**src/rtl/mips_pkg.sv**
```systemverilog
// Shared decode definitions for the MIPS R2000 ID stage: ALU operation
// encoding, opcode/funct values, the control bundle carried into ID/EX,
// and the all-zero bubble.
package mips_pkg;

  // Exception handler address; the IF mux owns the actual redirect.
  localparam logic [31:0] EXC_VECTOR = 32'h4000_0040;
  localparam int          NREGS      = 32;

  typedef enum logic [3:0] {
    ALU_NOP  = 4'd0,
    ALU_ADD  = 4'd1,
    ALU_ADDU = 4'd2,
    ALU_SUB  = 4'd3,
    ALU_SUBU = 4'd4,
    ALU_AND  = 4'd5,
    ALU_OR   = 4'd6,
    ALU_XOR  = 4'd7,
    ALU_NOR  = 4'd8,
    ALU_SLT  = 4'd9,
    ALU_SLTU = 4'd10,
    ALU_SLL  = 4'd11,
    ALU_SRL  = 4'd12,
    ALU_SRA  = 4'd13,
    ALU_LUI  = 4'd14
  } alu_op_t;

  // Primary opcodes
  localparam logic [5:0] OP_RTYPE = 6'h00;
  localparam logic [5:0] OP_J     = 6'h02;
  localparam logic [5:0] OP_BEQ   = 6'h04;
  localparam logic [5:0] OP_BNE   = 6'h05;
  localparam logic [5:0] OP_ADDI  = 6'h08;
  localparam logic [5:0] OP_ADDIU = 6'h09;
  localparam logic [5:0] OP_SLTI  = 6'h0A;
  localparam logic [5:0] OP_SLTIU = 6'h0B;
  localparam logic [5:0] OP_ANDI  = 6'h0C;
  localparam logic [5:0] OP_ORI   = 6'h0D;
  localparam logic [5:0] OP_XORI  = 6'h0E;
  localparam logic [5:0] OP_LUI   = 6'h0F;
  localparam logic [5:0] OP_LW    = 6'h23;
  localparam logic [5:0] OP_SW    = 6'h2B;

  // R-type funct codes
  localparam logic [5:0] F_SLL  = 6'h00;
  localparam logic [5:0] F_SRL  = 6'h02;
  localparam logic [5:0] F_SRA  = 6'h03;
  localparam logic [5:0] F_JR   = 6'h08;
  localparam logic [5:0] F_ADD  = 6'h20;
  localparam logic [5:0] F_ADDU = 6'h21;
  localparam logic [5:0] F_SUB  = 6'h22;
  localparam logic [5:0] F_SUBU = 6'h23;
  localparam logic [5:0] F_AND  = 6'h24;
  localparam logic [5:0] F_OR   = 6'h25;
  localparam logic [5:0] F_XOR  = 6'h26;
  localparam logic [5:0] F_NOR  = 6'h27;
  localparam logic [5:0] F_SLT  = 6'h2A;
  localparam logic [5:0] F_SLTU = 6'h2B;

  // Control bundle handed to EX alongside the datapath values.
  typedef struct packed {
    alu_op_t alu_op;
    logic    reg_write;
    logic    mem_read;
    logic    mem_write;
    logic    mem_to_reg;
    logic    alu_src;
    logic    reg_dst;
  } ctrl_t;

  // A bubble does nothing downstream: no writes, no memory access.
  localparam ctrl_t BUBBLE = ctrl_t'(10'd0);

  function automatic logic [31:0] sext16(input logic [15:0] v);
    return {{16{v[15]}}, v};
  endfunction

endpackage

```
**src/rtl/decode_reg_file.sv**
```systemverilog
// 32x32 register file for the ID stage: two combinational read ports,
// one synchronous write port, r0 hardwired to zero, and a same-cycle
// writeback bypass so ID sees a value written in the current cycle.
import mips_pkg::*;

module decode_reg_file (
  input  logic        clk,
  input  logic        rst,
  input  logic [4:0]  rs_addr,
  input  logic [4:0]  rt_addr,
  output logic [31:0] rs_data,
  output logic [31:0] rt_data,
  input  logic        wb_we,
  input  logic [4:0]  wb_addr,
  input  logic [31:0] wb_data
);

  logic [31:0] r_regs [0:NREGS-1];
  logic        w_wb_live;

  // A writeback to r0 is discarded everywhere, including the bypass.
  assign w_wb_live = wb_we && (wb_addr != 5'd0);

  // Storage: cleared on reset, written on the clock edge; r0 never written.
  always_ff @(posedge clk or posedge rst) begin
    if (rst) begin
      for (int i = 0; i < NREGS; i++) begin
        r_regs[i] <= 32'd0;
      end
    end else if (w_wb_live) begin
      r_regs[wb_addr] <= wb_data;
    end
  end

  // Read ports: r0 reads zero, then bypass, then stored value.
  always_comb begin
    rs_data = r_regs[rs_addr];
    rt_data = r_regs[rt_addr];
    if (rs_addr == 5'd0) begin
      rs_data = 32'd0;
    end else if (w_wb_live && (wb_addr == rs_addr)) begin
      rs_data = wb_data;
    end
    if (rt_addr == 5'd0) begin
      rt_data = 32'd0;
    end else if (w_wb_live && (wb_addr == rt_addr)) begin
      rt_data = wb_data;
    end
  end

endmodule

```
**src/rtl/decode_stage.sv**
```systemverilog
// MIPS R2000 ID stage: instruction decode, load-use hazard detection,
// branch/jump resolution (single delay slot, no flush), reserved-instruction
// exception with a one-instruction squash, and the ID/EX pipeline register.
import mips_pkg::*;

module decode_stage (
  input  logic        clk,
  input  logic        rst,
  input  logic [31:0] pc_in,
  input  logic [31:0] inst_in,
  input  logic        wb_we,
  input  logic [4:0]  wb_addr,
  input  logic [31:0] wb_data,
  input  logic        ex_mem_read,
  input  logic [4:0]  ex_rt,
  output logic        hold_pc,
  output logic        hold_if,
  output logic        br,
  output logic [31:0] pc_branch,
  output logic        except,
  output logic [31:0] epc,
  output logic [31:0] id_pc,
  output logic [31:0] id_rs_data,
  output logic [31:0] id_rt_data,
  output logic [31:0] id_imm,
  output logic [4:0]  id_rs,
  output logic [4:0]  id_rt,
  output logic [4:0]  id_rd,
  output logic [3:0]  id_alu_op,
  output logic        id_reg_write,
  output logic        id_mem_read,
  output logic        id_mem_write,
  output logic        id_mem_to_reg,
  output logic        id_alu_src,
  output logic        id_reg_dst
);

  // Instruction fields
  logic [5:0]  w_op;
  logic [5:0]  w_funct;
  logic [4:0]  w_rs;
  logic [4:0]  w_rt;
  logic [4:0]  w_rd;
  logic [31:0] w_imm_sext;

  // Register file read data (already bypassed)
  logic [31:0] w_rs_data;
  logic [31:0] w_rt_data;

  // Decode results
  ctrl_t       w_ctrl;
  logic        w_valid;
  logic        w_is_branch;
  logic        w_br_taken;
  logic        w_uses_rt;
  logic [31:0] w_imm;
  logic [31:0] w_target;

  // Stage control
  logic        w_stall;
  logic        w_bubble;
  logic        w_except;
  logic        w_br;

  // State
  logic        r_squash;
  logic [31:0] r_epc;
  ctrl_t       r_ctrl;
  logic [31:0] r_pc;
  logic [31:0] r_rs_data;
  logic [31:0] r_rt_data;
  logic [31:0] r_imm;
  logic [4:0]  r_rs;
  logic [4:0]  r_rt;
  logic [4:0]  r_rd;

  assign w_op       = inst_in[31:26];
  assign w_rs       = inst_in[25:21];
  assign w_rt       = inst_in[20:16];
  assign w_rd       = inst_in[15:11];
  assign w_funct    = inst_in[5:0];
  assign w_imm_sext = sext16(inst_in[15:0]);

  decode_reg_file u_reg_file (
    .clk     (clk),
    .rst     (rst),
    .rs_addr (w_rs),
    .rt_addr (w_rt),
    .rs_data (w_rs_data),
    .rt_data (w_rt_data),
    .wb_we   (wb_we),
    .wb_addr (wb_addr),
    .wb_data (wb_data)
  );

  // Decode: control bundle, immediate, rt usage, branch condition and target.
  always_comb begin
    w_ctrl      = BUBBLE;
    w_valid     = 1'b1;
    w_is_branch = 1'b0;
    w_br_taken  = 1'b0;
    w_uses_rt   = 1'b0;
    w_imm       = w_imm_sext;
    w_target    = pc_in + {w_imm_sext[29:0], 2'b00};
    case (w_op)
      OP_RTYPE: begin
        w_ctrl.reg_write = 1'b1;
        w_ctrl.reg_dst   = 1'b1;
        w_uses_rt        = 1'b1;
        case (w_funct)
          F_ADD:  w_ctrl.alu_op = ALU_ADD;
          F_ADDU: w_ctrl.alu_op = ALU_ADDU;
          F_SUB:  w_ctrl.alu_op = ALU_SUB;
          F_SUBU: w_ctrl.alu_op = ALU_SUBU;
          F_AND:  w_ctrl.alu_op = ALU_AND;
          F_OR:   w_ctrl.alu_op = ALU_OR;
          F_XOR:  w_ctrl.alu_op = ALU_XOR;
          F_NOR:  w_ctrl.alu_op = ALU_NOR;
          F_SLT:  w_ctrl.alu_op = ALU_SLT;
          F_SLTU: w_ctrl.alu_op = ALU_SLTU;
          F_SLL:  w_ctrl.alu_op = ALU_SLL;
          F_SRL:  w_ctrl.alu_op = ALU_SRL;
          F_SRA:  w_ctrl.alu_op = ALU_SRA;
          F_JR: begin
            w_ctrl      = BUBBLE;
            w_uses_rt   = 1'b0;
            w_is_branch = 1'b1;
            w_br_taken  = 1'b1;
            w_target    = w_rs_data;
          end
          default: begin
            w_ctrl    = BUBBLE;
            w_uses_rt = 1'b0;
            w_valid   = 1'b0;
          end
        endcase
      end
      OP_J: begin
        w_is_branch = 1'b1;
        w_br_taken  = 1'b1;
        w_target    = {pc_in[31:28], inst_in[25:0], 2'b00};
      end
      OP_BEQ: begin
        w_is_branch = 1'b1;
        w_uses_rt   = 1'b1;
        w_br_taken  = (w_rs_data == w_rt_data);
      end
      OP_BNE: begin
        w_is_branch = 1'b1;
        w_uses_rt   = 1'b1;
        w_br_taken  = (w_rs_data != w_rt_data);
      end
      OP_ADDI, OP_ADDIU, OP_SLTI, OP_SLTIU: begin
        w_ctrl.reg_write = 1'b1;
        w_ctrl.alu_src   = 1'b1;
        case (w_op)
          OP_ADDI:  w_ctrl.alu_op = ALU_ADD;
          OP_ADDIU: w_ctrl.alu_op = ALU_ADDU;
          OP_SLTI:  w_ctrl.alu_op = ALU_SLT;
          default:  w_ctrl.alu_op = ALU_SLTU;
        endcase
      end
      OP_ANDI, OP_ORI, OP_XORI: begin
        w_ctrl.reg_write = 1'b1;
        w_ctrl.alu_src   = 1'b1;
        w_imm            = {16'd0, inst_in[15:0]};
        case (w_op)
          OP_ANDI: w_ctrl.alu_op = ALU_AND;
          OP_ORI:  w_ctrl.alu_op = ALU_OR;
          default: w_ctrl.alu_op = ALU_XOR;
        endcase
      end
      OP_LUI: begin
        w_ctrl.reg_write = 1'b1;
        w_ctrl.alu_src   = 1'b1;
        w_ctrl.alu_op    = ALU_LUI;
        w_imm            = {inst_in[15:0], 16'd0};
      end
      OP_LW: begin
        w_ctrl.reg_write  = 1'b1;
        w_ctrl.mem_read   = 1'b1;
        w_ctrl.mem_to_reg = 1'b1;
        w_ctrl.alu_src    = 1'b1;
        w_ctrl.alu_op     = ALU_ADD;
      end
      OP_SW: begin
        w_ctrl.mem_write = 1'b1;
        w_ctrl.alu_src   = 1'b1;
        w_ctrl.alu_op    = ALU_ADD;
        w_uses_rt        = 1'b1;
      end
      default: w_valid = 1'b0;
    endcase
  end

  // Load-use hazard: the lw result is not available until after EX/MEM.
  assign w_stall = ex_mem_read && (ex_rt != 5'd0) &&
                   ((ex_rt == w_rs) || ((ex_rt == w_rt) && w_uses_rt));

  // Stage arbitration: stall beats exception beats branch; a squashed
  // instruction raises neither and only becomes a bubble.
  always_comb begin
    w_except = 1'b0;
    w_br     = 1'b0;
    w_bubble = 1'b1;
    if (w_stall) begin
      w_bubble = 1'b1;
    end else if (r_squash) begin
      w_bubble = 1'b1;
    end else if (!w_valid) begin
      w_except = 1'b1;
    end else if (w_is_branch) begin
      w_br = w_br_taken;
    end else begin
      w_bubble = 1'b0;
    end
  end

  assign hold_pc   = w_stall;
  assign hold_if   = w_stall;
  assign br        = w_br;
  assign except    = w_except;
  assign pc_branch = w_target;

  // Squash flag and faulting PC; squash survives stalls until consumed.
  always_ff @(posedge clk or posedge rst) begin
    if (rst) begin
      r_squash <= 1'b0;
      r_epc    <= 32'd0;
    end else if (!w_stall) begin
      if (r_squash) begin
        r_squash <= 1'b0;
      end else if (w_except) begin
        r_squash <= 1'b1;
        r_epc    <= pc_in - 32'd4;
      end
    end
  end

  // ID/EX pipeline register: either the decoded instruction or a bubble.
  always_ff @(posedge clk or posedge rst) begin
    if (rst) begin
      r_ctrl    <= BUBBLE;
      r_pc      <= 32'd0;
      r_rs_data <= 32'd0;
      r_rt_data <= 32'd0;
      r_imm     <= 32'd0;
      r_rs      <= 5'd0;
      r_rt      <= 5'd0;
      r_rd      <= 5'd0;
    end else if (w_bubble) begin
      r_ctrl    <= BUBBLE;
      r_pc      <= 32'd0;
      r_rs_data <= 32'd0;
      r_rt_data <= 32'd0;
      r_imm     <= 32'd0;
      r_rs      <= 5'd0;
      r_rt      <= 5'd0;
      r_rd      <= 5'd0;
    end else begin
      r_ctrl    <= w_ctrl;
      r_pc      <= pc_in;
      r_rs_data <= w_rs_data;
      r_rt_data <= w_rt_data;
      r_imm     <= w_imm;
      r_rs      <= w_rs;
      r_rt      <= w_rt;
      r_rd      <= w_rd;
    end
  end

  assign epc           = r_epc;
  assign id_pc         = r_pc;
  assign id_rs_data    = r_rs_data;
  assign id_rt_data    = r_rt_data;
  assign id_imm        = r_imm;
  assign id_rs         = r_rs;
  assign id_rt         = r_rt;
  assign id_rd         = r_rd;
  assign id_alu_op     = r_ctrl.alu_op;
  assign id_reg_write  = r_ctrl.reg_write;
  assign id_mem_read   = r_ctrl.mem_read;
  assign id_mem_write  = r_ctrl.mem_write;
  assign id_mem_to_reg = r_ctrl.mem_to_reg;
  assign id_alu_src    = r_ctrl.alu_src;
  assign id_reg_dst    = r_ctrl.reg_dst;

endmodule
```
**config.mk**
```make
export PLATFORM = sky130hd
export DESIGN_NAME = decode_stage
export DESIGN_NICKNAME = d
export VERILOG_FILES = /design/src/rtl/mips_pkg.sv /design/src/rtl/decode_reg_file.sv /design/src/rtl/decode_stage.sv
export SDC_FILE = /design/constraint.sdc
export NUM_CORES = 2
export LEC_CHECK = 0
export BUFFER_PORTS_ARGS = -buffer_cell sky130_fd_sc_hd__clkbuf_2
export CORE_MARGIN = 5
export CORE_UTILIZATION = 50
export DETAILED_ROUTE_END_ITERATION = 8
export PLACE_DENSITY_LB_ADDON = 0.05
export SLEW_MARGIN = 25
export SYNTH_ARGS = -nofsm -noshare
export SYNTH_HDL_FRONTEND = slang
export SYNTH_SLANG_ARGS = --single-unit
```
**constraint.sdc**
```tcl
create_clock -name clk -period 53.4 [get_ports clk]
set_clock_uncertainty 0.1 [all_clocks]
set_input_delay 5.34 -clock clk [delete_from_list [all_inputs] [get_ports clk]]
set_output_delay 5.34 -clock clk [all_outputs]
set_load 0.1 [all_outputs]
```
# After elaboration in Yosys (flattened, before gate mapping)
# Cells that the tools add are included.
[totals]
word_cells = 171
input_bits = 110
out_inout_bits = 221
reg_bits = 1210
[classes]
n_addsub = 2
n_reduce_logical = 25
mux = 55
n_bitwise = 5
n_eq_ne = 32
n_lt_le_gt_ge = 4
[ops]
columns = ["operator", "n"]
rows = [
  ["bitwise mux 1024 bit", 1],
  ["two-way mux 32 bit", 14],
  ["binary-select mux 32 bit (select 5 bit)", 2],
  ["demux 32 bit (select 5 bit)", 1],
  ["one-hot mux 32 bit (2 select lines)", 2],
  ["equality test 6 bit (second input constant)", 12],
  ["equality test 6 x 4 -> 1 bit (second input constant)", 9],
  ["one-hot mux 4 bit (13 select lines)", 1],
  ["adder 32 bit", 1],
  ["equality test 32 bit", 1],
  ["!= test 32 bit", 1],
  ["subtractor 32 x 3 -> 32 bit (second input constant)", 1],
  ["OR reduction 13 bit", 2],
  ["equality test 5 bit", 4],
  ["one-hot mux 4 bit (5 select lines)", 1],
  ["equality test 6 x 2 -> 1 bit (second input constant)", 3],
  [">= comparator 6 bit (second input constant)", 3],
  ["NOT 5 -> 6 bit", 3],
  ["two-way mux 1 bit", 17],
  ["one-hot mux 1 bit (2 select lines)", 8],
  ["two-way mux 5 bit", 3],
  ["OR reduction 14 bit", 1],
  ["equality test 6 x 3 -> 1 bit (second input constant)", 2],
  ["logical NOT 6 bit", 2],
  ["other kinds (17)", 28],
]

# Depth between registers and ports, before layout
[depth]
ltp_word = 12
depth_mapped = 18
depth_no_buf = 13

# Cells and area by module
# Synthesis repeated with hierarchy kept, for this count alone.
[hier_totals]
cells_unflattened = 5056
area_unflattened_um2 = 65470.3
[by_module_without_submodules]
columns = ["mod", "area_per_inst_um2", "cells_each", "seq_area_each_um2", "n_inst"]
rows = [
  ["decode_reg_file", 55802.3, 4079, 25624.6, 1],
  ["decode_stage", 9668.0, 977, 4629.4, 1],
]

# Least setup slack after synthesis
# OpenSTA, ideal clock, no wires.
[synth_timing]
path_type = "input -> output"
start = "input inst_in[29]"
end = "output pc_branch[0]"
arrival_time_ns = 9.522
t_required_ns = 47.960
setup_slack_ns = 38.438
stages = 8
n_path_buf = 3
cell_sequence = "or4_1 > or3_1 > or2_1 > buf_2 > or4_4 > buf_6 > clkbuf_1 > o21ai_0"
[synth_via]
elab_chain_cells = 2
word_cells_on_any_way = 3
classes_between = "1 x eq/ne; 1 x mux; 1 x reduce/logical"
[synth_lines]
columns = ["item", "line", "text"]
rows = [
  ["from (decl)", "decode_stage.sv:10", "input logic [31:0] inst_in,"],
  ["equality test 6 x 2 -> 1 bit / logical NOT 6 bit (equally long branches)", "decode_stage.sv:105", "case (w_op)"],
  ["one-hot mux 32 bit (2 select lines) *", "decode_stage.sv:105", ""],
  ["to (decl)", "decode_stage.sv:19", "output logic [31:0] pc_branch,"],
]
# Every way passes the cells marked *; elsewhere a longest branch is shown, timed or not.

# Worst setup path after layout
[layout_timing]
start = "input inst_in[21]"
end = "output br"
[layout_via]
elab_chain_cells = 12
word_cells_on_any_way = 19
classes_between = "4 x eq/ne; 10 x mux; 1 x bitwise; 4 x reduce/logical"
[layout_lines]
columns = ["item", "line", "text"]
rows = [
  ["NOT 5 -> 6 bit (implied by the code)", "decode_reg_file.sv:37", "rs_data = r_regs[rs_addr];"],
  ["binary-select mux 32 bit (select 5 bit)", "decode_reg_file.sv:37", ""],
  ["two-way mux 32 bit (implied by the code) (2 in series)", "decode_reg_file.sv:37", ""],
  ["two-way mux 32 bit", "decode_reg_file.sv:41", "end else if (w_wb_live && (wb_addr == rs_addr)) begin"],
  ["two-way mux 32 bit", "decode_reg_file.sv:39", "if (rs_addr == 5'd0) begin"],
  ["!= test 32 bit / equality test 32 bit (equally long branches)", "decode_stage.sv:151, decode_stage.sv:146", ""],
  ["one-hot mux 1 bit (4 select lines)", "decode_stage.sv:105", ""],
  ["two-way mux 1 bit", "decode_stage.sv:212", "end else if (w_is_branch) begin"],
  ["two-way mux 1 bit", "decode_stage.sv:210", "end else if (!w_valid) begin"],
  ["two-way mux 1 bit", "decode_stage.sv:208", "end else if (r_squash) begin"],
  ["two-way mux 1 bit *", "decode_stage.sv:206", "if (w_stall) begin"],
  ["to (decl)", "decode_stage.sv:18", "output logic br,"],
]
# Every way passes the cells marked *; elsewhere a longest branch is shown, timed or not. The select of a mux whose other input is x is not followed.

==> run summary <==
The number of gates resized after cts came out at 0. The count of flip-flops with a built-in enable after synthesis is 0, and the synthesized instance count is 4661. The simple-gate share of the synthesized area is 5.26%. After synthesis, the largest family of logic cells by area is multiplexers. In the final design database the tool counted 4929 nets. The synthesis-to-layout area growth was 11.8%. The run finished with clean final reports.

The floorplan step defined a die boundary enclosing 136000 um^2. The tools report the kind of end point of the critical path as an output pin. The finished layout holds 6574 standard cells, fillers aside. The critical path is of the primary input to output pin type.

Counting flops with an async set or reset pin after synthesis yields a share of 100%. In the synthesized netlist the dominant register cell turns out to be sky130_fd_sc_hd__dfrtp_1. Summing the sequential cell areas from Yosys gives 46.9% of the chip area. The run gives 232 mm as the total detailed-routing wirelength. On the final layout, the worst hold slack is 0.276 ns. The final setup slack of the worst path was 35.76 ns; the largest driver fanout on the critical path was 66. Grouping stages by cell kind, the critical path spends the most delay in buffers and inverters. Entering global routing, the biggest net connects 174 pins.

After filler insertion, the fill cell instance count of the layout stands at 10555. The run gives 77 as the count of distinct cell types in the synthesized netlist. The slowest stage of the critical path is the sky130_fd_sc_hd__nor4_2 cell. STA classifies the critical path startpoint as a primary input. The smallest clock period supported by the final layout is computed as 17.64 ns. Max-cap violations in this run came to 0.

The logs give 0 for the number of hold-repair buffers added at the cts stage and 0 for the final hold violation count. For the placed standard-cell area, the log shows 67200 um^2. Dividing the detail-routed via count by the number of cells gives 6.80.

The synthesized area divided by synthesized cell count came out at 13.8 um^2. The fraction of final layout cells sized beyond drive strength 1 is 46.2%, and the slew of the pin with the lowest slew margin is 1.14 ns. The sequential cells in the finished layout cover a total of 30300 um^2. The cell with the most instances on the worst path is sky130_fd_sc_hd__buf_4.

The final max-slew violation count came out at 0. The synthesized netlist net count was 4802; the adder and majority cell fraction of the synthesized area was 0.613%. Before CTS, the worst setup slack after placement is 35.73 ns.

For this run, the number of Yosys warnings is 0. The H-tree was split into 4 levels. After Yosys synthesis, XOR and XNOR cells account for 1.33% of the synthesized area.

The port buffer count came out at 330. Leaving out fill and tap cells, the most frequent cell in the layout is sky130_fd_sc_hd__dfrtp_1. Counting the buffers created by CTS gives 140. The initialized floorplan defines 131 standard-cell rows. Setup violations remaining at the end of the flow were counted as 0.

The worst-skew pair later-pin latency is 0.78 ns, and the share of the clock period used by the worst path after layout is 33.0%. In this run the worst hold path is classified as flop to flop. For the top-level port count, the log shows 331.

The number of antenna violations at the first check in global routing is 18, and the overall power consumption is 2.92 mW. The final core utilization came out at 56.4%. Multiplexer cells account for 36.7% of the synthesized area. Setup repair after global routing left no endpoint under its margin. In this run the remaining antenna-violating nets after routing total 0.

Timing would allow up to 56.7 MHz. The first routing iteration left 5152 violations. Leaving out fill and tap cells, the most frequent cells in the layout are sky130_fd_sc_hd__dfrtp_1, sky130_fd_sc_hd__mux2_2, sky130_fd_sc_hd__mux4_2. In the routed design, unresolved DRC markers number 0. In this design, the stage delay of the slowest critical-path cell is 0.82 ns. After detailed routing, the average wire length per cell comes to 35.2 um. The first detailed-routing pass ran for 6 iterations. The logs give 12.20 ns for the data arrival time at the worst-slack endpoint and 0 for the remaining global-route overflow.

In the final layout, the multi-input gates occupy 32100 um^2. The logs give 44682 for the via count and 31.7 nW for the static leakage. Clock-pin slew was measured on the worst setup and hold paths at 0.06 ns.

The number of buffers and inverters on the critical path is 4. The logs give 72100 um^2 for the post-route cell area and 334 mm for the wire length of the first global-routing pass. The power density over the cells was 40.5 nW/um^2.

The HPWL after detailed placement is 145 mm. The area of the core region is 128000 um^2. The floorplan step set the die width to 369 um. The logs give 34.0% for the total global routing track utilization and 64500 um^2 for the total standard cell area after synthesis.

The tools report the number of global-route vias before repair as 44624. The longest clock path from root to sink contains 3 buffers. The run gives 0.0348 mV as the worst voltage drop across the vdd grid. After clock tree synthesis, the setup repair step added 0 buffers. The worst max-slew margin expressed relative to the limit came out at 22.1%.

The number of clock sinks was 1209; the number of placed instances with taps included was 6307. Synthesis inferred 1209 register bits. From bottom edge to top edge, the die measures 369 um. Summing the areas of all compound-gate instances in the mapped netlist gives 5.55% of the synthesized area. Traced cell by cell, the critical path runs through buf_8 -> buf_4 -> buf_4 -> mux4_2 -> mux2_2 -> nand2_1 -> a41o_1 -> xor2_1 -> o2111ai_1 -> nor4b_1 -> nand4_1 -> nor4_2 -> mux2i_1 -> a21o_1 -> clkbuf_2.

Summed over all failing endpoints, the final setup total negative slack is 0 ns. The tools report the setup slack of the worst register-to-register path as 50.21 ns. STA puts the critical path data required time at 47.96 ns. The run gives 50.4% as the initial core utilization. TritonCTS built the clock tree. At the end of routability-driven placement, the weighted congestion stood at 0.885. In this run the clock root is driven by a sky130_fd_sc_hd__clkbuf_16.
cell type report:
class,count,share of cell area [%]
multi-input cells,2954,44.5
flip-flops and latches,1209,42.0
clock buffers,209,5.93
repair buffers,461,3.83
well taps,1662,2.89
clock inverters,42,0.656
inverters,22,0.127
diodes,15,0.0521
registers in the layout (all words and copies together), names as in the netlist, 4 cells and up:
| register | flops |
|---|---|
| id_rt | 5 |
| id_rd | 5 |
| id_pc | 32 |
| id_imm | 32 |
| id_rs | 5 |
| epc | 32 |
| id_rs_data | 32 |
| id_alu_op | 4 |
| id_rt_data | 32 |
| u_reg_file.r_regs | 1024 |
cells by family (layout without fill, tap and decap cells):
family          count (synthesis)  in the layout
mux                          1630           1630
flops                        1209           1209
simple gates                  673            673
compound gates                522            522
buf+inv                       498            734
xor+xnor                       98             98
fa+ha+maj                      31             31
other cells                     0             15
report_power, final:
part | switching [mW] | internal [mW] | leakage, nW | total (mW)
combinational | 0.418 | 0.309 | 13.8 | 0.727
sequential | 0.119 | 1.08 | 15.6 | 1.20
clock | 0.400 | 0.596 | 2.34 | 0.996
total | 0.937 | 1.98 | 31.7 | 2.92
Yosys cell counts, types with 25 or more instances:
master	instances	share of area, %
sky130_fd_sc_hd__buf_4	36	0.42
sky130_fd_sc_hd__a22oi_1	99	1.2
sky130_fd_sc_hd__xnor2_1	59	0.80
sky130_fd_sc_hd__nor2b_1	25	0.24
sky130_fd_sc_hd__nor3_1	40	0.31
sky130_fd_sc_hd__mux2_2	1004	18
sky130_fd_sc_hd__mux4_2	486	17
sky130_fd_sc_hd__a21oi_1	80	0.62
sky130_fd_sc_hd__o22ai_1	53	0.51
sky130_fd_sc_hd__and2_1	76	0.74
sky130_fd_sc_hd__ha_1	30	0.58
sky130_fd_sc_hd__nor2_1	150	0.87
sky130_fd_sc_hd__nand2_1	176	1.0
sky130_fd_sc_hd__buf_6	26	0.45
sky130_fd_sc_hd__buf_1	79	0.46
sky130_fd_sc_hd__o211ai_1	26	0.30
sky130_fd_sc_hd__o21ai_0	90	0.70
sky130_fd_sc_hd__xor2_1	39	0.53
sky130_fd_sc_hd__nor4_1	25	0.24
sky130_fd_sc_hd__clkbuf_1	253	1.5
sky130_fd_sc_hd__nand2b_1	26	0.25
sky130_fd_sc_hd__mux2i_1	140	2.2
sky130_fd_sc_hd__dfrtp_1	1209	47
sky130_fd_sc_hd__nand3_1	48	0.37
sky130_fd_sc_hd__buf_2	73	0.57
metal layers:
| layer | track usage (%) | share of wire [%] |
|---|---|---|
| met1 | 46.6 | 41 |
| met2 | 51.3 | 45 |
| met3 | 9.87 | 9.8 |
| met4 | 13.8 | 4.5 |
| met5 | 0 | 0.012 |
worst paths after layout:
kind,from,cells after the start,endpoint
min,u_reg_file.r_regs[1016]$_DFFE_PP0P_,0,u_reg_file.r_regs[1016]$_DFFE_PP0P_
max in group asynchronous,rst,7,id_rt_data[7]$_DFF_PP0_
max reg2reg,r_squash$_DFFE_PP0N_,5,id_imm[4]$_DFF_PP0_
min in group asynchronous,rst,2,u_reg_file.r_regs[438]$_DFFE_PP0P_
max,inst_in[21],15,br
min reg2reg,u_reg_file.r_regs[1016]$_DFFE_PP0P_,0,u_reg_file.r_regs[1016]$_DFFE_PP0P_
(Power assumes the default switching activity.)
